### config.mk
export PLATFORM = sky130hd
export DESIGN_NAME = fetch_queue_stage
export DESIGN_NICKNAME = d
export VERILOG_FILES = /design/src/rtl/fetch_queue_stage.sv
export SDC_FILE = /design/constraint.sdc
export NUM_CORES = 1
export LEC_CHECK = 0
export ABC_AREA = 1
export CAP_MARGIN = 10
export CORE_MARGIN = 2
export CORE_UTILIZATION = 30
export DETAILED_ROUTE_END_ITERATION = 8
export SKIP_CTS_REPAIR_TIMING = 1
export SYNTH_ARGS = -nofsm -noshare
export SYNTH_HDL_FRONTEND = slang
export SYNTH_SLANG_ARGS = --single-unit
export TNS_END_PERCENT = 10
### constraint.sdc
create_clock -name clk -period 14.2 [get_ports clk]
set_clock_uncertainty 0.1 [all_clocks]
set_input_delay 2.84 -clock clk [delete_from_list [all_inputs] [get_ports clk]]
set_output_delay 2.84 -clock clk [all_outputs]
set_load 0.02 [all_outputs]
### src/rtl/fetch_queue_stage.sv
// fetch_queue_stage
//   Instruction fetch queue between the fetch PC unit and decode. Each
//   accepted request starts a one-cycle-latency instruction SRAM read. The
//   response is captured into a DEPTH-entry FIFO together with its PC and
//   its address-error and delay-slot tags. The FIFO head is offered to
//   decode through a valid/ready handshake. A single-cycle flush discards
//   queued and in-flight work.
//
// Ports
//   clk, rst          clock and asynchronous active-high reset
//   req_valid/ready   fetch request handshake; pc_next/pc_adel/dsi_in qualify it
//   inst_sram_en      SRAM read strobe (address is pc_next)
//   inst_sram_rdata   SRAM data, returned the cycle after inst_sram_en
//   flush             drop everything, a redirect is pending
//   out_valid/ready   head-of-queue handshake towards decode
//   out_pc, out_pc_add_4, out_inst, out_adel, out_dsi   head entry fields
module fetch_queue_stage #(
  parameter logic [31:0] RESET_ADDR = 32'hbfc00000,
  parameter int          DEPTH      = 4,
  parameter int          PTR_W      = 2
) (
  input  logic        clk,
  input  logic        rst,
  input  logic        req_valid,
  output logic        req_ready,
  input  logic [31:0] pc_next,
  input  logic        pc_adel,
  input  logic        dsi_in,
  output logic        inst_sram_en,
  input  logic [31:0] inst_sram_rdata,
  input  logic        flush,
  output logic        out_valid,
  input  logic        out_ready,
  output logic [31:0] out_pc,
  output logic [31:0] out_pc_add_4,
  output logic [31:0] out_inst,
  output logic        out_adel,
  output logic        out_dsi
);

  localparam logic [PTR_W+1:0] DEPTH_W = (PTR_W+2)'(DEPTH);

  logic [PTR_W:0]   count_q, count_d;
  logic [PTR_W-1:0] wr_ptr_q, wr_ptr_d;
  logic [PTR_W-1:0] rd_ptr_q, rd_ptr_d;
  logic             if_v_q, if_v_d;
  logic [31:0]      if_pc_q, if_pc_d;
  logic             if_adel_q, if_adel_d;
  logic             if_dsi_q, if_dsi_d;

  logic [31:0] mem_pc_q   [DEPTH];
  logic [31:0] mem_pc_d   [DEPTH];
  logic [31:0] mem_inst_q [DEPTH];
  logic [31:0] mem_inst_d [DEPTH];
  logic        mem_adel_q [DEPTH];
  logic        mem_adel_d [DEPTH];
  logic        mem_dsi_q  [DEPTH];
  logic        mem_dsi_d  [DEPTH];

  logic             acc;
  logic             push;
  logic             pop;
  logic [PTR_W+1:0] occupancy;

  // Handshake decode: occupancy counts the in-flight read so the FIFO can
  // never be overrun; a same-cycle pop earns no credit.
  always_comb begin
    occupancy    = {1'b0, count_q} + {{(PTR_W+1){1'b0}}, if_v_q};
    req_ready    = ~flush & (occupancy < DEPTH_W);
    acc          = req_valid & req_ready;
    inst_sram_en = acc & ~pc_adel & ~rst;
    out_valid    = (count_q != {(PTR_W+1){1'b0}});
    push         = if_v_q & ~flush;
    pop          = out_valid & out_ready & ~flush;
  end

  // Head entry presentation; PC+4 is derived from the stored PC and wraps.
  always_comb begin
    out_pc       = mem_pc_q[rd_ptr_q];
    out_pc_add_4 = mem_pc_q[rd_ptr_q] + 32'd4;
    out_inst     = mem_inst_q[rd_ptr_q];
    out_adel     = mem_adel_q[rd_ptr_q];
    out_dsi      = mem_dsi_q[rd_ptr_q];
  end

  // Next-state for the in-flight register, pointers and occupancy count.
  always_comb begin
    if_v_d    = acc;
    if_pc_d   = if_pc_q;
    if_adel_d = if_adel_q;
    if_dsi_d  = if_dsi_q;
    wr_ptr_d  = wr_ptr_q;
    rd_ptr_d  = rd_ptr_q;
    count_d   = count_q;
    if (acc) begin
      if_pc_d   = pc_next;
      if_adel_d = pc_adel;
      if_dsi_d  = dsi_in;
    end else begin
      if_pc_d   = if_pc_q;
    end
    if (flush) begin
      if_v_d   = 1'b0;
      wr_ptr_d = {PTR_W{1'b0}};
      rd_ptr_d = {PTR_W{1'b0}};
      count_d  = {(PTR_W+1){1'b0}};
    end else begin
      if (push) begin
        wr_ptr_d = wr_ptr_q + {{(PTR_W-1){1'b0}}, 1'b1};
      end else begin
        wr_ptr_d = wr_ptr_q;
      end
      if (pop) begin
        rd_ptr_d = rd_ptr_q + {{(PTR_W-1){1'b0}}, 1'b1};
      end else begin
        rd_ptr_d = rd_ptr_q;
      end
      case ({push, pop})
        2'b10:   count_d = count_q + {{PTR_W{1'b0}}, 1'b1};
        2'b01:   count_d = count_q - {{PTR_W{1'b0}}, 1'b1};
        default: count_d = count_q;
      endcase
    end
  end

  // FIFO storage next-state: only the slot at wr_ptr changes, and only on push.
  always_comb begin
    mem_pc_d   = mem_pc_q;
    mem_inst_d = mem_inst_q;
    mem_adel_d = mem_adel_q;
    mem_dsi_d  = mem_dsi_q;
    if (push) begin
      mem_pc_d[wr_ptr_q]   = if_pc_q;
      mem_inst_d[wr_ptr_q] = if_adel_q ? 32'd0 : inst_sram_rdata;
      mem_adel_d[wr_ptr_q] = if_adel_q;
      mem_dsi_d[wr_ptr_q]  = if_dsi_q;
    end else begin
      mem_pc_d[wr_ptr_q]   = mem_pc_q[wr_ptr_q];
    end
  end

  // Control state registers.
  always_ff @(posedge clk or posedge rst) begin
    if (rst) begin
      count_q   <= {(PTR_W+1){1'b0}};
      wr_ptr_q  <= {PTR_W{1'b0}};
      rd_ptr_q  <= {PTR_W{1'b0}};
      if_v_q    <= 1'b0;
      if_pc_q   <= RESET_ADDR;
      if_adel_q <= 1'b0;
      if_dsi_q  <= 1'b0;
    end else begin
      count_q   <= count_d;
      wr_ptr_q  <= wr_ptr_d;
      rd_ptr_q  <= rd_ptr_d;
      if_v_q    <= if_v_d;
      if_pc_q   <= if_pc_d;
      if_adel_q <= if_adel_d;
      if_dsi_q  <= if_dsi_d;
    end
  end

  // FIFO storage; every slot resets to the boot-vector entry so the idle
  // head shows RESET_ADDR.
  always_ff @(posedge clk or posedge rst) begin
    if (rst) begin
      for (int i = 0; i < DEPTH; i++) begin
        mem_pc_q[i]   <= RESET_ADDR;
        mem_inst_q[i] <= 32'd0;
        mem_adel_q[i] <= 1'b0;
        mem_dsi_q[i]  <= 1'b0;
      end
    end else begin
      mem_pc_q   <= mem_pc_d;
      mem_inst_q <= mem_inst_d;
      mem_adel_q <= mem_adel_d;
      mem_dsi_q  <= mem_dsi_d;
    end
  end

endmodule

## Word level (Yosys, flattened, before mapping)

Index checks and enable logic that the tools add are counted.

- Register bits after elaboration: 306
- Input bits: 71
- Word-level logic and storage cells: 85
- Output and inout bits: 101

- Reductions and logical operators: 5
- Equality and inequality tests: 2
- Bitwise logic cells: 12
- Muxes and demuxes: 33
- Add/sub/neg operators: 6
- Order comparisons: 4

Operators with widths:

| operator | count |
|---|---|
| $bwmux W128 | 3 |
| $mux W32 | 8 |
| $bmux W32 S2 | 3 |
| $mux W128 | 1 |
| $demux W32 S2 | 1 |
| $add A32 B3 Y32 const B | 1 |
| $bwmux W4 | 2 |
| $mux W2 | 4 |
| $and A1 B1 Y1 | 7 |
| $ge A3 B3 Y1 const B | 2 |
| $mux W1 | 6 |
| $not A2 Y3 | 2 |
| $pmux W3 S2 | 1 |
| $reduce_bool A3 Y1 | 2 |
| $add A2 B1 Y2 const B | 2 |
| $add A3 B1 Y4 | 1 |
| $bmux W1 S2 | 2 |
| $lt A4 B3 Y1 const B | 1 |
| $reduce_bool A2 Y1 | 2 |
| $add A3 B1 Y3 const B | 1 |
| $lt A3 B1 Y1 const B | 1 |
| $mux W3 | 1 |
| $not A1 Y1 | 3 |
| $sub A3 B1 Y3 const B | 1 |
| 4 further kinds | 4 |

## Longest topological paths before layout

Gate-level depths: netlist of run 1.

- Word-level depth: 7
- Mapped depth: 13
- Mapped depth without buffers: 12

## Worst setup path before layout of run 1

OpenSTA, ideal clock, no wires.

- Kind: input to output
- From: in flush
- To: out inst_sram_en
- Required time: 11260 ps
- Slack: 7202 ps
- Stages: 6
- Buffers on the path: 1
- Data arrival time: 4058 ps
- Cells stage by stage: inv_1 nand3_1 inv_1 nand2_1 clkbuf_1 nor3_1

- Cells in the longest elaborated chain, start to end: 5

RTL lines:

| what | line | source |
|---|---|---|
| from (decl) | 31 | `input logic flush,` |
| $not A1 Y1 | 69 | `req_ready = ~flush & (occupancy < DEPTH_W);` |
| $and A1 B1 Y1 | 69 |  |
| net req_ready | 25 | `output logic req_ready,` |
| $and A1 B1 Y1 | 70 | `acc = req_valid & req_ready;` |
| $and A1 B1 Y1 (2 in series) | 71 | `inst_sram_en = acc & ~pc_adel & ~rst;` |
| to (decl) | 29 | `output logic inst_sram_en,` |

The timed path passes the listed nets, and every way through them passes these cells.

## Worst setup path in the final report of run 1

- From: reg rd_ptr_q[1]
- To: out out_pc_add_4[16]

- Cells in the longest elaborated chain, start to end: 5

RTL lines:

| what | line | source |
|---|---|---|
| from (decl) | 45 | `logic [PTR_W-1:0] rd_ptr_q, rd_ptr_d;` |
| from (signal assigned) | 147 | `rd_ptr_q <= {PTR_W{1'b0}};` |
| from (signal assigned) | 155 | `rd_ptr_q <= rd_ptr_d;` |
| $not A2 Y3 (not written as such) | 80 | `out_pc_add_4 = mem_pc_q[rd_ptr_q] + 32'd4;` |
| $bmux W32 S2 | 80 |  |
| $mux W32 (not written as such) (2 in series) | 80 |  |
| $add A32 B3 Y32 | 80 |  |
| to (decl) | 35 | `output logic [31:0] out_pc_add_4,` |

Every way passes these cells. The select of a mux whose other input is x is not followed.

==> results of run 1 <==
-- final cells by class --
cell class	count	area, um^2	area share, %
clock inverters	11	149	0.738
repair buffers	192	1880	9.33
flip-flops and latches	306	7720	38.3
inverters	213	810	4.01
multi-input cells	1693	7560	37.5
clock buffers	58	1120	5.54
well taps	748	936	4.64
-- logic make-up after synthesis --
| family | count (synthesis) |
|---|---|
| AO/OA/AOI/OAI | 389 |
| XOR/XNOR | 17 |
| buffers and inverters | 353 |
| flip-flops | 306 |
| AND/OR/NAND/NOR | 1281 |
| adder cells (fa/ha/maj) | 6 |
-- cells in the mapped netlist (19+ instances only) --
master	count	area share [%]
inv_1	209	4.7
nor2_1	143	3.2
a21oi_1	57	1.7
o21ai_0	278	8.3
nand2_1	846	19
clkbuf_1	79	1.8
nand3_1	235	7.0
dfstp_2	45	7.1
buf_1	27	0.61
dfrtp_1	261	39
buf_2	20	0.60
o22ai_1	19	0.71
or2_1	26	0.97
o211ai_1	32	1.4
-- report_power, final --
| part | switching (mW) | internal, mW | total (mW) |
|---|---|---|---|
| sequential | 0.207 | 1.25 | 1.46 |
| clock | 0.392 | 0.600 | 0.992 |
| combinational | 1.30 | 0.763 | 2.06 |
-- worst paths after layout --
path	startpoint	endpoint	slack [ns]	cells after the start
worst max-delay path	rd_ptr_q[1]$_DFFE_PP0P_	out_pc_add_4[16]	6.34	12
worst min-delay path	if_pc_q[27]$_DFFE_PP1P_	if_pc_q[27]$_DFFE_PP1P_	0.37	2
worst max register to register	rd_ptr_q[0]$_DFFE_PP0P_	rd_ptr_q[1]$_DFFE_PP0P_	11.19	5
worst min register to register	if_pc_q[27]$_DFFE_PP1P_	if_pc_q[27]$_DFFE_PP1P_	0.37	2
max in group asynchronous	rst	wr_ptr_q[0]$_DFFE_PP0P_	9.59	3
min in group asynchronous	rst	mem_inst_q[64]$_DFFE_PP0P_	2.86	2
-- sequential cells by signal (all words and copies together) (netlist names), 2 cells and up --
register / cells
mem_inst_q: 128
mem_pc_q: 128
if_pc_q: 32
mem_adel_q: 4
mem_dsi_q: 4
count_q: 3
rd_ptr_q: 2
wr_ptr_q: 2
-- worst register-to-register path, delay by kind of cell (launching register included) --
family                 cells  cell delay [ns]
buffers and inverters      2             1.57
DFF                        1             0.75
AOI/OAI and AO/OA          2             0.25
and+or+nand+nor            1             0.19
-- metrics by stage --
stage	hold WS [ns]	power, mW	worst slack (ns)	cell area (um^2)
floorplan	0.341	2.72	2.88	16700
global placement	0.356	3.48	6.35	18900
detailed placement	0.360	3.53	6.39	18900
CTS	0.369	4.54	6.34	20200
global route	0.391	4.84	6.03	20200
finish	0.367	4.51	6.34	20200
-- layer usage --
metal  vias up  GRT usage (%)  share of wire (%)
met5         -              0                  0
met4         0           4.23                1.5
met3        62           3.20                6.6
met2       552           29.7                 47
met1      7548           24.3                 45
li1       7668              -                  -
==> flow_metrics.tcl, run 1 <==
set metrics [dict create \
    setup_viol_count_final 0 \
    relSlewSlack_pct 33.7 \
    vdd_drop_max_uv 136 \
    muxShareOfSynthArea_pct 0 \
    hold_viol_final 0 \
    hold_path_class "reg2reg" \
    synth_top_family_by_area "simple AND/OR/NAND/NOR gates" \
    grt_overflow_total 0 \
    synth_nets 2429 \
    cts_buffer_depth 3 \
    cpMaxStageDelayCell "buf_4" \
    port_buffers 171 \
    numCtsBuffers 39 \
    path_cells "buf_4 > inv_2 > buf_4 > a21oi_1 > o21ai_0 > nand2_2 > ha_1 > nand3_2 > nor2_1 > nand2_1 > xor2_1 > clkdlybuf4s50_1" \
    critPathArrivalTime_ns 4.92 \
    antenna_found_initial 0 \
    dpl.hpwl_mm 30.9 \
    first_pass_iters 5 \
    gp_congestion 0.868 \
    p_leak_nw 9.84 \
    nets 2522 \
    fmaxAchievable_ghz 0.127 \
    power.density_nw_per_um2 224 \
    detail-route-antenna-nets 0 \
    status "completed" \
    diodes 0 \
    syn_area_um2 16700 \
    synth-compound-area-share_pct 12.3 \
    h-tree-depth 2 \
    syn2layout_area_growth_pct 20.9 \
    final_common_cell "nand2_1" \
    nFillCells 5750 \
    ys.flop_type "dfrtp_1" \
    finalCriticalPeriod_ns 7.86 \
    ios 172 \
    synth_cell_types 30 \
    drt_wl_total_mm 51.5 \
    crit_buf_inv 4 \
    drive_gt1_share_pct 6.51 \
    drt_iter0_drc 1102 \
    cts_root_buf "clkbuf_16" \
    final_cell_mix "nand2_1 (846), o21ai_0 (278), dfrtp_1 (258)" \
    core_area_um2 55100 \
    yosys.area_share.xor_xnor_pct 0.892 \
    track_usage_pct 17.9 \
    cts.clk_slew.worst_paths_ns 0.06 \
    yosysSeqAreaShare_pct 46.2 \
    slowest_delay_ns 0.69 \
    endpoint_kind "output pin" \
    cp_max_fo 73 \
    grt_pass1_vias 15123 \
    final_core_util_pct 36.6 \
    yosys.area_share.simple_pct 31.6 \
    synth.avg_cell_area_um2 7.10 \
    critical-path-top-delay-family "buffers and inverters" \
    async_reset_ff_share_pct 100 \
    worstSetupPathType "reg2out" \
    grt_pass1_wl_mm 82.4 \
    cp-start-kind "flop" \
    die_area_um2 57500 \
    synth_cells 2352 \
    clk_latency_ns 0.55 \
    die_w_um 240 \
    rsz0062_at_grt "no" \
    synth_fa_ha_area_share_pct 0.495 \
    start_util_pct 30.3 \
    die_y_um 240 \
    post_drt_via_cell_ratio 4.91 \
    synth_warnings 0 \
    stdcell_count 3221 \
    cap_violations 0 \
    fin_crit_sh_pct 55.3 \
    fin_tns_setup_ns 0 \
    dp.cells 3152 \
    slew_violations 0 \
    cts_tree "yes" \
    drc 0 \
    clock_sinks 306 \
    ys_seq_elements 306 \
    critPathRequiredTime_ns 11.26 \
    num_vias 15830 \
    grt_max_degree 167 \
    synth_edf_count 0 \
    row_count 86 \
    crit_top_cell "buf_4" \
    wire_per_inst_um 16.0 \
    worstMarginPinSlew_ns 0.995 \
]
(Power assumes the default switching activity.)
==> inputs of run 2 (changes only) <==
==> constraint.sdc (replaced) <==
create_clock -name clk -period 8.2 [get_ports clk]
set_clock_uncertainty 0.1 [all_clocks]
set_input_delay 1.64 -clock clk [delete_from_list [all_inputs] [get_ports clk]]
set_output_delay 1.64 -clock clk [all_outputs]
set_load 0.02 [all_outputs]
==> run 2 against run 1 <==
  * Total power rose by 73%
  * Via count fell by 0.62%
  * Clock power rose by 72%
  * Flip-flop and latch count did not move
  * Setup slack got worse by 4.2 ns
  * Sequential share of layout area barely moved
  * Register-to-register slack got worse by 6.1 ns
  * First-iteration DRC count rose by 7.8%
  * Largest power group unchanged
  * Design area barely moved
==> flow_metrics.tcl, run 2 (synthesis results as in run 1) <==
set metrics [dict create \
    slew_violations 0 \
    hold_viol_final 0 \
    die_w_um 240 \
    syn2layout_area_growth_pct 20.9 \
    fmaxAchievable_ghz 0.164 \
    drt_wl_total_mm 51.6 \
    clk_latency_ns 0.56 \
    post_drt_via_cell_ratio 4.88 \
    port_buffers 171 \
    die_y_um 240 \
    vdd_drop_max_uv 221 \
    cts_tree "yes" \
    status "completed" \
    final_common_cell "nand2_1" \
    drc 0 \
    row_count 86 \
    clock_sinks 306 \
    relSlewSlack_pct 29.0 \
    cts_root_buf "clkbuf_16" \
    cp-start-kind "flop" \
    die_area_um2 57500 \
    core_area_um2 55100 \
    final_cell_mix "nand2_1 (846), o21ai_0 (278), dfrtp_1 (258)" \
    p_total_mw 7.80 \
    cp_max_fo 65 \
    critPathRequiredTime_ns 6.46 \
    p_leak_nw 9.85 \
    h-tree-depth 2 \
    critPathArrivalTime_ns 4.34 \
    grt_pass1_wl_mm 84.3 \
    worstMarginPinSlew_ns 1.07 \
    power.density_nw_per_um2 386 \
    ios 172 \
    start_util_pct 30.3 \
    grt_max_degree 83 \
    cap_violations 0 \
    worstSetupPathType "reg2out" \
    endpoint_kind "output pin" \
    cts.clk_slew.worst_paths_ns 0.06 \
    finalCriticalPeriod_ns 6.08 \
    numCtsBuffers 38 \
    fin_crit_sh_pct 74.2 \
    gp_congestion 0.896 \
    track_usage_pct 18.4 \
    rsz0062_at_grt "no" \
    reg_top3 "mem_inst_q x128, mem_pc_q x128, if_pc_q x32" \
    detail-route-antenna-nets 0 \
    r2r_slack_ns 5.10 \
    grt_overflow_total 0 \
    cts_buffer_depth 3 \
    nets 2525 \
    final_core_util_pct 36.6 \
    drt_iter0_drc 1188 \
    fin_tns_setup_ns 0 \
    setup_viol_count_final 0 \
    antenna_found_initial 3 \
    grt_pass1_vias 15339 \
    wire_per_inst_um 16.0 \
    drive_gt1_share_pct 6.71 \
    diodes 0 \
    num_vias 15732 \
    hold_path_class "reg2reg" \
    dpl.hpwl_mm 31.9 \
    first_pass_iters 6 \
]
[run 2: cell types whose count changed in the layout (fill, tap and decap cells not counted), sizes merged]
cell / change
inv: -2
clkbuf: -4
clkinvlp: +1
clkinv: +3
buf: +4
[run 2: critical path: stages, from the launching register on]
cell and delay (ns):
dfrtp_4 0.88, buf_4 0.74, nand2_1 0.15, nand2_1 0.12, nand2_1 0.05, nand2_1 0.13, ha_1 0.20, nand3_2 0.17
nor2_1 0.35, nand2_1 0.12, xor2_1 0.16, clkdlybuf4s50_1 0.63
[run 2: cell type report]
| class | count | area (um^2) |
|---|---|---|
| sequential | 306 | 7720 |
| clock buffer | 54 | 1090 |
| clock inverter | 13 | 161 |
| tap | 748 | 936 |
| timing repair buffer | 196 | 1900 |
| multi-input combinational | 1693 | 7560 |
| fill | 5857 | 34900 |
| inverter | 213 | 806 |
[run 2: per-layer routing]
| layer | wire (um) | share of wire, % | GRT usage [%] |
|---|---|---|---|
| met1 | 23000 | 45 | 24.7 |
| met2 | 23900 | 46 | 30.3 |
| met3 | 3440 | 6.7 | 3.27 |
| met4 | 1200 | 2.3 | 5.27 |
| met5 | 39 | 0.076 | 0 |
[run 2: final timing paths]
kind	start	end	cells past startpoint
setup / recovery	rd_ptr_q[0]$_DFFE_PP0P_	out_pc_add_4[16]	11
hold / removal	if_pc_q[28]$_DFFE_PP1P_	if_pc_q[28]$_DFFE_PP1P_	2
setup reg to reg	wr_ptr_q[0]$_DFFE_PP0P_	mem_inst_q[42]$_DFFE_PP0P_	6
hold reg to reg	if_pc_q[28]$_DFFE_PP1P_	if_pc_q[28]$_DFFE_PP1P_	2
max in group asynchronous	rst	mem_pc_q[20]$_DFFE_PP0P_	3
min in group asynchronous	rst	if_pc_q[2]$_DFFE_PP0P_	2
[run 2: where the power goes]
| group | internal [mW] | switching, mW |
|---|---|---|
| registers | 2.17 | 0.361 |
| clock network | 1.03 | 0.683 |
| logic | 1.32 | 2.24 |
| total | 4.51 | 3.28 |
[run 2: metrics by stage]
stage,hold WS [ns],cell area [um^2],worst slack (ns),instances
after floorplan,0.341,16700,2.43,2352
after global placement,0.357,18900,2.42,3156
after detailed placement,0.356,18900,2.55,3156
after CTS,0.367,20200,2.15,3223
after global routing,0.390,20200,1.90,3223
final,0.364,20200,2.12,3223
